`config.mk`:
```
export PLATFORM = sky130hd
export DESIGN_NAME = oai_sweep_bist
export DESIGN_NICKNAME = d
export VERILOG_FILES = /design/src/rtl/oai_sweep_bist.sv
export SDC_FILE = /design/constraint.sdc
export NUM_CORES = 1
export LEC_CHECK = 0
export BUFFER_PORTS_ARGS = -buffer_cell sky130_fd_sc_hd__buf_4
export CAP_MARGIN = 25
export CELL_PAD_IN_SITES_DETAIL_PLACEMENT = 1
export CELL_PAD_IN_SITES_GLOBAL_PLACEMENT = 2
export CORE_MARGIN = 1.5
export CORE_UTILIZATION = 34
export CTS_CLUSTER_DIAMETER = 60
export DETAILED_ROUTE_END_ITERATION = 16
export PLACE_DENSITY_LB_ADDON = 0.1
export SLEW_MARGIN = 20
export SYNTH_ARGS = -nofsm -noshare
export SYNTH_HDL_FRONTEND = slang
export SYNTH_SLANG_ARGS = --single-unit
```
`constraint.sdc`:
```
create_clock -name clk -period 3 [get_ports clk]
set_input_delay 0.45 -clock clk [delete_from_list [all_inputs] [get_ports clk]]
set_output_delay 0.45 -clock clk [all_outputs]
set_load 0.03 [all_outputs]
```
`src/rtl/oai_sweep_bist.sv`:
```
// Exhaustive sweeper/checker for a GROUPS x GROUP_W OAI cell: ZN = ~&(|group).
// Latency: SETTLE+1 cycles per vector, 2^N*(SETTLE+1) cycles from first HOLD cycle to done.
// Backpressure: none; start is a pulse honoured only when idle or done, ignored while busy.
//
// Ports:
//   clk, rst            clock (rising edge), asynchronous active-high reset
//   start               begin a sweep (ignored while busy)
//   dut_zn              ZN returned by the device under test
//   vec_out [N-1:0]     stimulus; bit N-1 = group0 input0, bit 0 = last input of last group
//   exp_zn              golden ZN for vec_out (combinational)
//   busy, done, pass    status; done/pass held until the next accepted start
//   err_count [N:0]     mismatches this sweep (non-saturating, max 2^N)
//   first_fail_vec/_valid  vector of the first mismatch and its capture flag
//
// Optional feature: define SWEEP_STOP_ON_FAIL_EN to end the sweep at the first mismatch,
// leaving vec_out on the failing vector.

module oai_sweep_bist #(
  parameter int GROUPS  = 2,
  parameter int GROUP_W = 3,
  parameter int SETTLE  = 2
) (
  input  logic                         clk,
  input  logic                         rst,
  input  logic                         start,
  input  logic                         dut_zn,
  output logic [GROUPS*GROUP_W-1:0]    vec_out,
  output logic                         exp_zn,
  output logic                         busy,
  output logic                         done,
  output logic                         pass,
  output logic [GROUPS*GROUP_W:0]      err_count,
  output logic [GROUPS*GROUP_W-1:0]    first_fail_vec,
  output logic                         first_fail_valid
);

  localparam int N  = GROUPS * GROUP_W;
  localparam int CW = (SETTLE > 1) ? $clog2(SETTLE) : 1;
  localparam logic [CW-1:0] CNT_LAST = CW'(SETTLE - 1);

  typedef enum logic [1:0] {
    IDLE  = 2'd0,
    HOLD  = 2'd1,
    CHECK = 2'd2,
    DONE  = 2'd3
  } state_t;

  state_t          state_q, state_d;
  logic [N-1:0]    vec_q, vec_d;
  logic [CW-1:0]   cnt_q, cnt_d;
  logic [N:0]      err_q, err_d;
  logic [N-1:0]    ffv_q, ffv_d;
  logic            ffvalid_q, ffvalid_d;
  logic            pass_q, pass_d;

  // Golden function: each group's inputs occupy a contiguous slice, group 0 at the MSBs.
  logic [GROUPS-1:0] grp_hit;
  for (genvar g = 0; g < GROUPS; g++) begin : g_grp
    assign grp_hit[g] = |vec_q[N-1-g*GROUP_W -: GROUP_W];
  end
  assign exp_zn = ~&grp_hit;

  // Case-inequality so an X/Z from the cell under test is counted as a failure.
  logic mismatch;
  assign mismatch = (dut_zn !== exp_zn);

  logic stop_now;
`ifdef SWEEP_STOP_ON_FAIL_EN
  assign stop_now = mismatch;
`else
  assign stop_now = 1'b0;
`endif

  always_comb begin
    state_d   = state_q;
    vec_d     = vec_q;
    cnt_d     = cnt_q;
    err_d     = err_q;
    ffv_d     = ffv_q;
    ffvalid_d = ffvalid_q;
    pass_d    = pass_q;

    case (state_q)
      IDLE, DONE: begin
        if (start) begin
          state_d   = HOLD;
          vec_d     = '0;
          cnt_d     = '0;
          err_d     = '0;
          ffvalid_d = 1'b0;
          pass_d    = 1'b0;
        end
      end

      HOLD: begin
        if (cnt_q == CNT_LAST) begin
          state_d = CHECK;
          cnt_d   = '0;
        end else begin
          cnt_d = cnt_q + CW'(1);
        end
      end

      CHECK: begin
        if (mismatch) begin
          err_d = err_q + (N+1)'(1);
          if (!ffvalid_q) begin
            ffv_d     = vec_q;
            ffvalid_d = 1'b1;
          end
        end
        if (stop_now) begin
          // Leave vec_out on the failing vector for inspection.
          state_d = DONE;
          pass_d  = 1'b0;
        end else if (&vec_q) begin
          state_d = DONE;
          vec_d   = '0;
          // Includes this final vector's result, so it uses the next-state count.
          pass_d  = (err_d == '0);
        end else begin
          state_d = HOLD;
          vec_d   = vec_q + N'(1);
        end
      end

      default: state_d = IDLE;
    endcase
  end

  always_ff @(posedge clk or posedge rst) begin
    if (rst) begin
      state_q   <= IDLE;
      vec_q     <= '0;
      cnt_q     <= '0;
      err_q     <= '0;
      ffv_q     <= '0;
      ffvalid_q <= 1'b0;
      pass_q    <= 1'b0;
    end else begin
      state_q   <= state_d;
      vec_q     <= vec_d;
      cnt_q     <= cnt_d;
      err_q     <= err_d;
      ffv_q     <= ffv_d;
      ffvalid_q <= ffvalid_d;
      pass_q    <= pass_d;
    end
  end

  assign vec_out          = vec_q;
  assign busy             = (state_q == HOLD) || (state_q == CHECK);
  assign done             = (state_q == DONE);
  assign pass             = pass_q;
  assign err_count        = err_q;
  assign first_fail_vec   = ffv_q;
  assign first_fail_valid = ffvalid_q;

endmodule
```
* After elaboration in Yosys (flattened, before gate mapping)
Index checks and enable logic that the tools add are counted.
Operators by class: div/mod/pow operators 0, add/sub/neg operators 3, muxes and demuxes 18, shifts and indexed selects 0, $mul 0, magnitude comparators 0, bitwise operators 1, eq/ne operators 8, reduce and logical (&&, ||, !) cells 17
Operator list (count):
- $mux W7 | 3
- $pmux W7 S2 | 1
- $mux W6 | 2
- $pmux W6 S2 | 1
- $reduce_and A3 Y1 | 3
- $ne A2 B2 Y1 const B | 4
- $reduce_and A2 Y1 | 4
- $add A7 B1 Y7 const B | 1
- $logic_not A7 Y1 | 1
- $add A6 B1 Y6 const B | 1
- $mux W2 | 3
- $pmux W1 S2 | 3
- $pmux W2 S3 | 1
- $reduce_and A6 Y1 | 1
- $reduce_or A3 Y1 | 2
- $eq A2 B2 Y1 const B | 2
- $mux W1 | 4
- $reduce_bool A2 Y1 | 2
- $eq A2 B1 Y1 const B | 1
- $logic_not A2 Y1 | 1
- $reduce_or A2 Y1 | 1
- $add A1 B1 Y1 const B | 1
- $logic_not A1 Y1 | 1
- $logic_or A1 B1 Y1 | 1
- other kinds (2) | 2
Word-level totals: bits in latches 0, input bits 4, word-level logic and storage cells 54, bits in read-only memories 0, flip-flop bits (word level) 24, memories 0, output and inout bits 24, memory bits (writable) 0

* Depth between registers and ports, before layout
word-level depth 9, depth in mapped cells 9, gate-level depth less buffers 7

* Worst setup path before layout
No wires, ideal clock.
path kind register -> register, from reg vec_q[0], in the netlist vec_out[0], to reg ffv_q[0], in the netlist first_fail_vec[0], period minus slack after synthesis 2477 ps, path buffers 2, setup slack 523 ps, setup time 125 ps, stages on the path, launching flop included 10, arrival 2352 ps, required time 2875 ps, cells stage by stage dfrtp_1 -> inv_1 -> ha_1 -> nor2b_2 -> o21a_1 -> buf_6 -> or2_1 -> or3b_1 -> buf_6 -> mux2_4
On the way: cells in the longest elaborated chain, start to end 5
Ends and longest elaborated chain:
- from (decl) | RTL line 49 | logic [N-1:0] vec_q, vec_d;
- from (signal assigned) | RTL line 142 | vec_q <= vec_d;
- $reduce_or A3 Y1 | RTL line 59 | assign grp_hit[g] = |vec_q[N-1-g*GROUP_W -: GROUP_W];
- $reduce_and A2 Y1 | RTL line 61 | assign exp_zn = ~&grp_hit;
- $logic_not A1 Y1 | RTL line 61
- $nex A1 B1 Y1 | RTL line 65 | assign mismatch = (dut_zn !== exp_zn);
- $reduce_and A3 Y1 (no line)
- to (signal assigned) | RTL line 145 | ffv_q <= ffv_d;
- to (decl) | RTL line 52 | logic [N-1:0] ffv_q, ffv_d;
Parallel ways exist; a longest one is shown, timed or not. A chain may end at the register's enable or synchronous reset.

* Final worst setup path
from reg vec_q[0], in the netlist vec_out[0], to reg ffv_q[1], in the netlist first_fail_vec[1]
On the way: cells in the longest elaborated chain, start to end 5
Ends and longest elaborated chain (RTL line):
- $reduce_or A3 Y1 | 59
- $reduce_and A2 Y1 | 61
- $logic_not A1 Y1 | 61
- $nex A1 B1 Y1 | 65
- $reduce_and A3 Y1 (no line)
No other way between the ends.

==> flow_metrics.py <==
metrics = {
    "status": {
        "outcome": "completed",
    },
    "timing": {
        "max_slew_margin": 0.6160,
        "hold_viol": 0,
        "setup_viol": 0,
        "tightest_slew_ns": 0.5729,
        "max_freq_mhz": 394.7,
        "min_period_over_period": 0.8446,
        "final-max-slew-violation-count": 0,
        "rsz0062_at_grt": "false",
        "holdWs_ns": 0.2070,
        "worst_slack_ns": 0.4663,
        "fin_setup_tns_ns": 0,
        "min_period_ns": 2.534,
        "skew_ns": 0.005058,
    },
    "power_and_ir_drop": {
        "sequentialPowerShare": 0.388,
        "p_sw_mw": 0.4465,
        "p_comb_frac": 0.429,
        "p_per_area_nw_per_um2": 609.3,
        "finalPower_mw": 1.067,
        "ir_drop_mv": 0.2814,
        "power_frac_clock": 0.183,
        "leakagePower_nw": 0.8544,
        "p_int_mw": 0.6209,
        "swShare": 0.4183,
    },
    "yosys": {
        "ys.flop_type": "dfrtp_1",
        "ys_seq_elements": 24,
        "synth-edff-count": 0,
        "syn_inst": 142,
        "async_flop_share": 1.000,
        "netlist_area_sq_um": 1433,
        "syn_nets": 153,
        "yosysWarnings": 0,
        "syn_avg_cell_area_sq_um": 10.09,
        "ys_seq_area_frac": 0.4192,
        "yosys.cell_types.count": 38,
    },
    "placement": {
        "dp_hpwl_um": 2661,
        "pre_cts_ws_ns": 0.4871,
        "portBuffers": 27,
        "place.gp.congestion": 0.7645,
    },
    "routing": {
        "wl_um": 3646,
        "routed_via_density": 5.259,
        "wl_met3_um": 113,
        "drc": 0,
        "drtIter0Drc": 58,
        "route.met2.wl_um": 1689,
        "drt-wirelength-per-cell_um": 16.57,
        "wl_met1_um": 1817,
        "top_layer_used": "met4",
        "dr.pass1.iters": 4,
        "vias": 1157,
        "ant_nets": 0,
    },
    "worst_setup_path": {
        "cp.arrival_ns": 2.69,
        "r2r_start": "vec_out[0]",
        "crit_start": "vec_out[0]",
        "worstPathRequired_ns": 3.16,
        "worstSetupPathType": "register to register",
        "worstPathMaxFanout": 10,
        "start_kind": "register",
        "r2r-end": "first_fail_vec[1]",
        "r2r_slack_ns": 0.47,
        "crit_path_end_kind": "register",
        "critPathCapture": "first_fail_vec[1]",
        "reg2reg_depth": 7,
    },
    "cells_and_area": {
        "areaGrowthSynthToFinish_pct": 22.27,
        "multi_input_area_sq_um": 757.0,
        "drive_gt1_frac": 0.2706,
        "fin_util": 0.4348,
        "final_nets": 183,
        "num_antenna_cells": 0,
        "regArea_sq_um": 600.6,
        "fill_cells": 468,
    },
    "clock_network": {
        "cts_root_buf": "clkbuf_8",
        "h-tree-depth": 1,
        "clk_pin_slew_ns": 0.09,
        "cts_inserted_buffers": 3,
        "worstSkewPairLatency_ns": 0.26,
        "clock_path_buffers": 2,
        "clkSinkCount": 24,
        "hold_buffers": 0,
        "ctsResizeCount": 0,
        "post_cts_buffers": 0,
        "cts_tree": "built",
    },
    "die": {
        "coreArea_sq_um": 4029,
        "io_pins": 28,
        "dieArea_sq_um": 4612,
        "initial_core_util": 0.3556,
        "fp.dieW_um": 67.91,
        "die_h_um": 67.91,
        "rows": 23,
    },
    "global_route": {
        "grt_first_pass_wirelength_um": 6058,
        "antenna_found_initial": 0,
        "grt_pass1_vias": 1229,
        "grt_max_degree": 25,
        "overflow": 0,
        "grt_use_total": 0.1765,
    },
    "worst_hold_path": {
        "worstHoldPathType": "input port to async pin",
    },
    "run": {
        "maxCapViolCount": 0,
    },
}
layout by cell type, fill, tap and decap left out, drive strengths merged:
master / synthesis / routed
buf: 3 / 31
nor4: 1 / 1
nor2: 11 / 11
nand2: 8 / 8
nor3b: 1 / 1
nand2b: 1 / 1
xor2: 3 / 3
dfrtp: 24 / 24
or3b: 2 / 2
inv: 10 / 10
and2: 2 / 2
or2: 2 / 2
o211ai: 1 / 1
nor4b: 2 / 2
o21a: 2 / 2
nand3: 8 / 8
and3: 2 / 2
o31ai: 2 / 2
nor3: 5 / 5
a22o: 11 / 11
nand4: 1 / 1
mux2: 11 / 11
clkbuf: 3 / 3
o21ai: 10 / 10
a32o: 1 / 1
a31oi: 1 / 1
ha: 7 / 7
nor2b: 1 / 1
a21oi: 2 / 2
mux2i: 2 / 2
o41ai: 1 / 1
o31a: 1 / 1
state kept, by name, summed over array words and instances (netlist names):
register / cells
err_count: 7
state_q: 2
pass: 1
cnt_q: 1
first_fail_valid: 1
vec_out: 6
first_fail_vec: 6
synthesized netlist by cell type, types with 3 or more instances:
master	instances	area, sq um
a22o_1	11	96.34
clkbuf_1	3	11.26
dfrtp_1	24	600.6
ha_1	7	87.58
inv_1	10	37.54
mux2_2	3	33.78
mux2_4	6	90.09
nand2_1	8	30.03
nand3_1	8	40.04
nor2_1	11	41.29
nor3_1	4	20.02
o21ai_0	9	45.04
xor2_1	3	26.28
power groups by stage:
stage                     logic [mW]  registers (mW)  clock network [mW]
after detailed placement       0.464           0.420                   0
after global placement         0.451           0.415                   0
final                          0.458           0.414               0.195
after floorplan                0.266           0.451                   0
after global routing           0.511           0.425               0.220
after CTS                      0.464           0.414               0.202
layer usage:
metal / vias to the layer above / global-route usage
li1: 563 / -
met1: 568 / 0.2424
met2: 24 / 0.2880
met3: 2 / 0.02467
met4: 0 / 0.05250
met5: - / 0
cell type report:
class                           count  share of cell area
Multi-Input combinational cell    102              0.4321
Sequential cell                    24              0.3429
Timing Repair Buffer               31              0.1443
Tap cell                           50             0.03571
Clock buffer                        3             0.02357
Inverter                           10             0.02143
kinds of logic after synthesis:
group                    after synthesis  synth area share
adder cells (fa/ha/maj)                7           0.06113
buffers and inverters                 16           0.05240
AO/OA/AOI/OAI                         32            0.1589
XOR/XNOR                               3           0.01834
multiplexers                          13            0.1162
flip-flops                            24            0.4192
AND/OR/NAND/NOR                       47            0.1738
stage by stage:
step           cell area [sq um]  instances
3_5_place_dp                1683        216
3_3_place_gp                1683        216
6_report                    1752        220
2_1_floorplan               1433        142
5_1_grt                     1752        220
4_1_cts                     1724        219
critical path: stages, from the launching register on:
cell	delay (ns)
dfrtp_1	0.46
inv_1	0.07
ha_1	0.19
nor2b_2	0.16
o21a_1	0.30
or2_1	0.31
or3b_1	0.57
mux2_4	0.36
worst min-delay path by stage:
stage / end / slack, ns
finish: cnt_q / 0.21
global route: cnt_q / 0.23
CTS: first_fail_vec[4] / 0.45
detailed placement: first_fail_vec[1] / 0.50
global placement: cnt_q / 0.50
floorplan: cnt_q / 0.46
(Power assumes the default switching activity.)
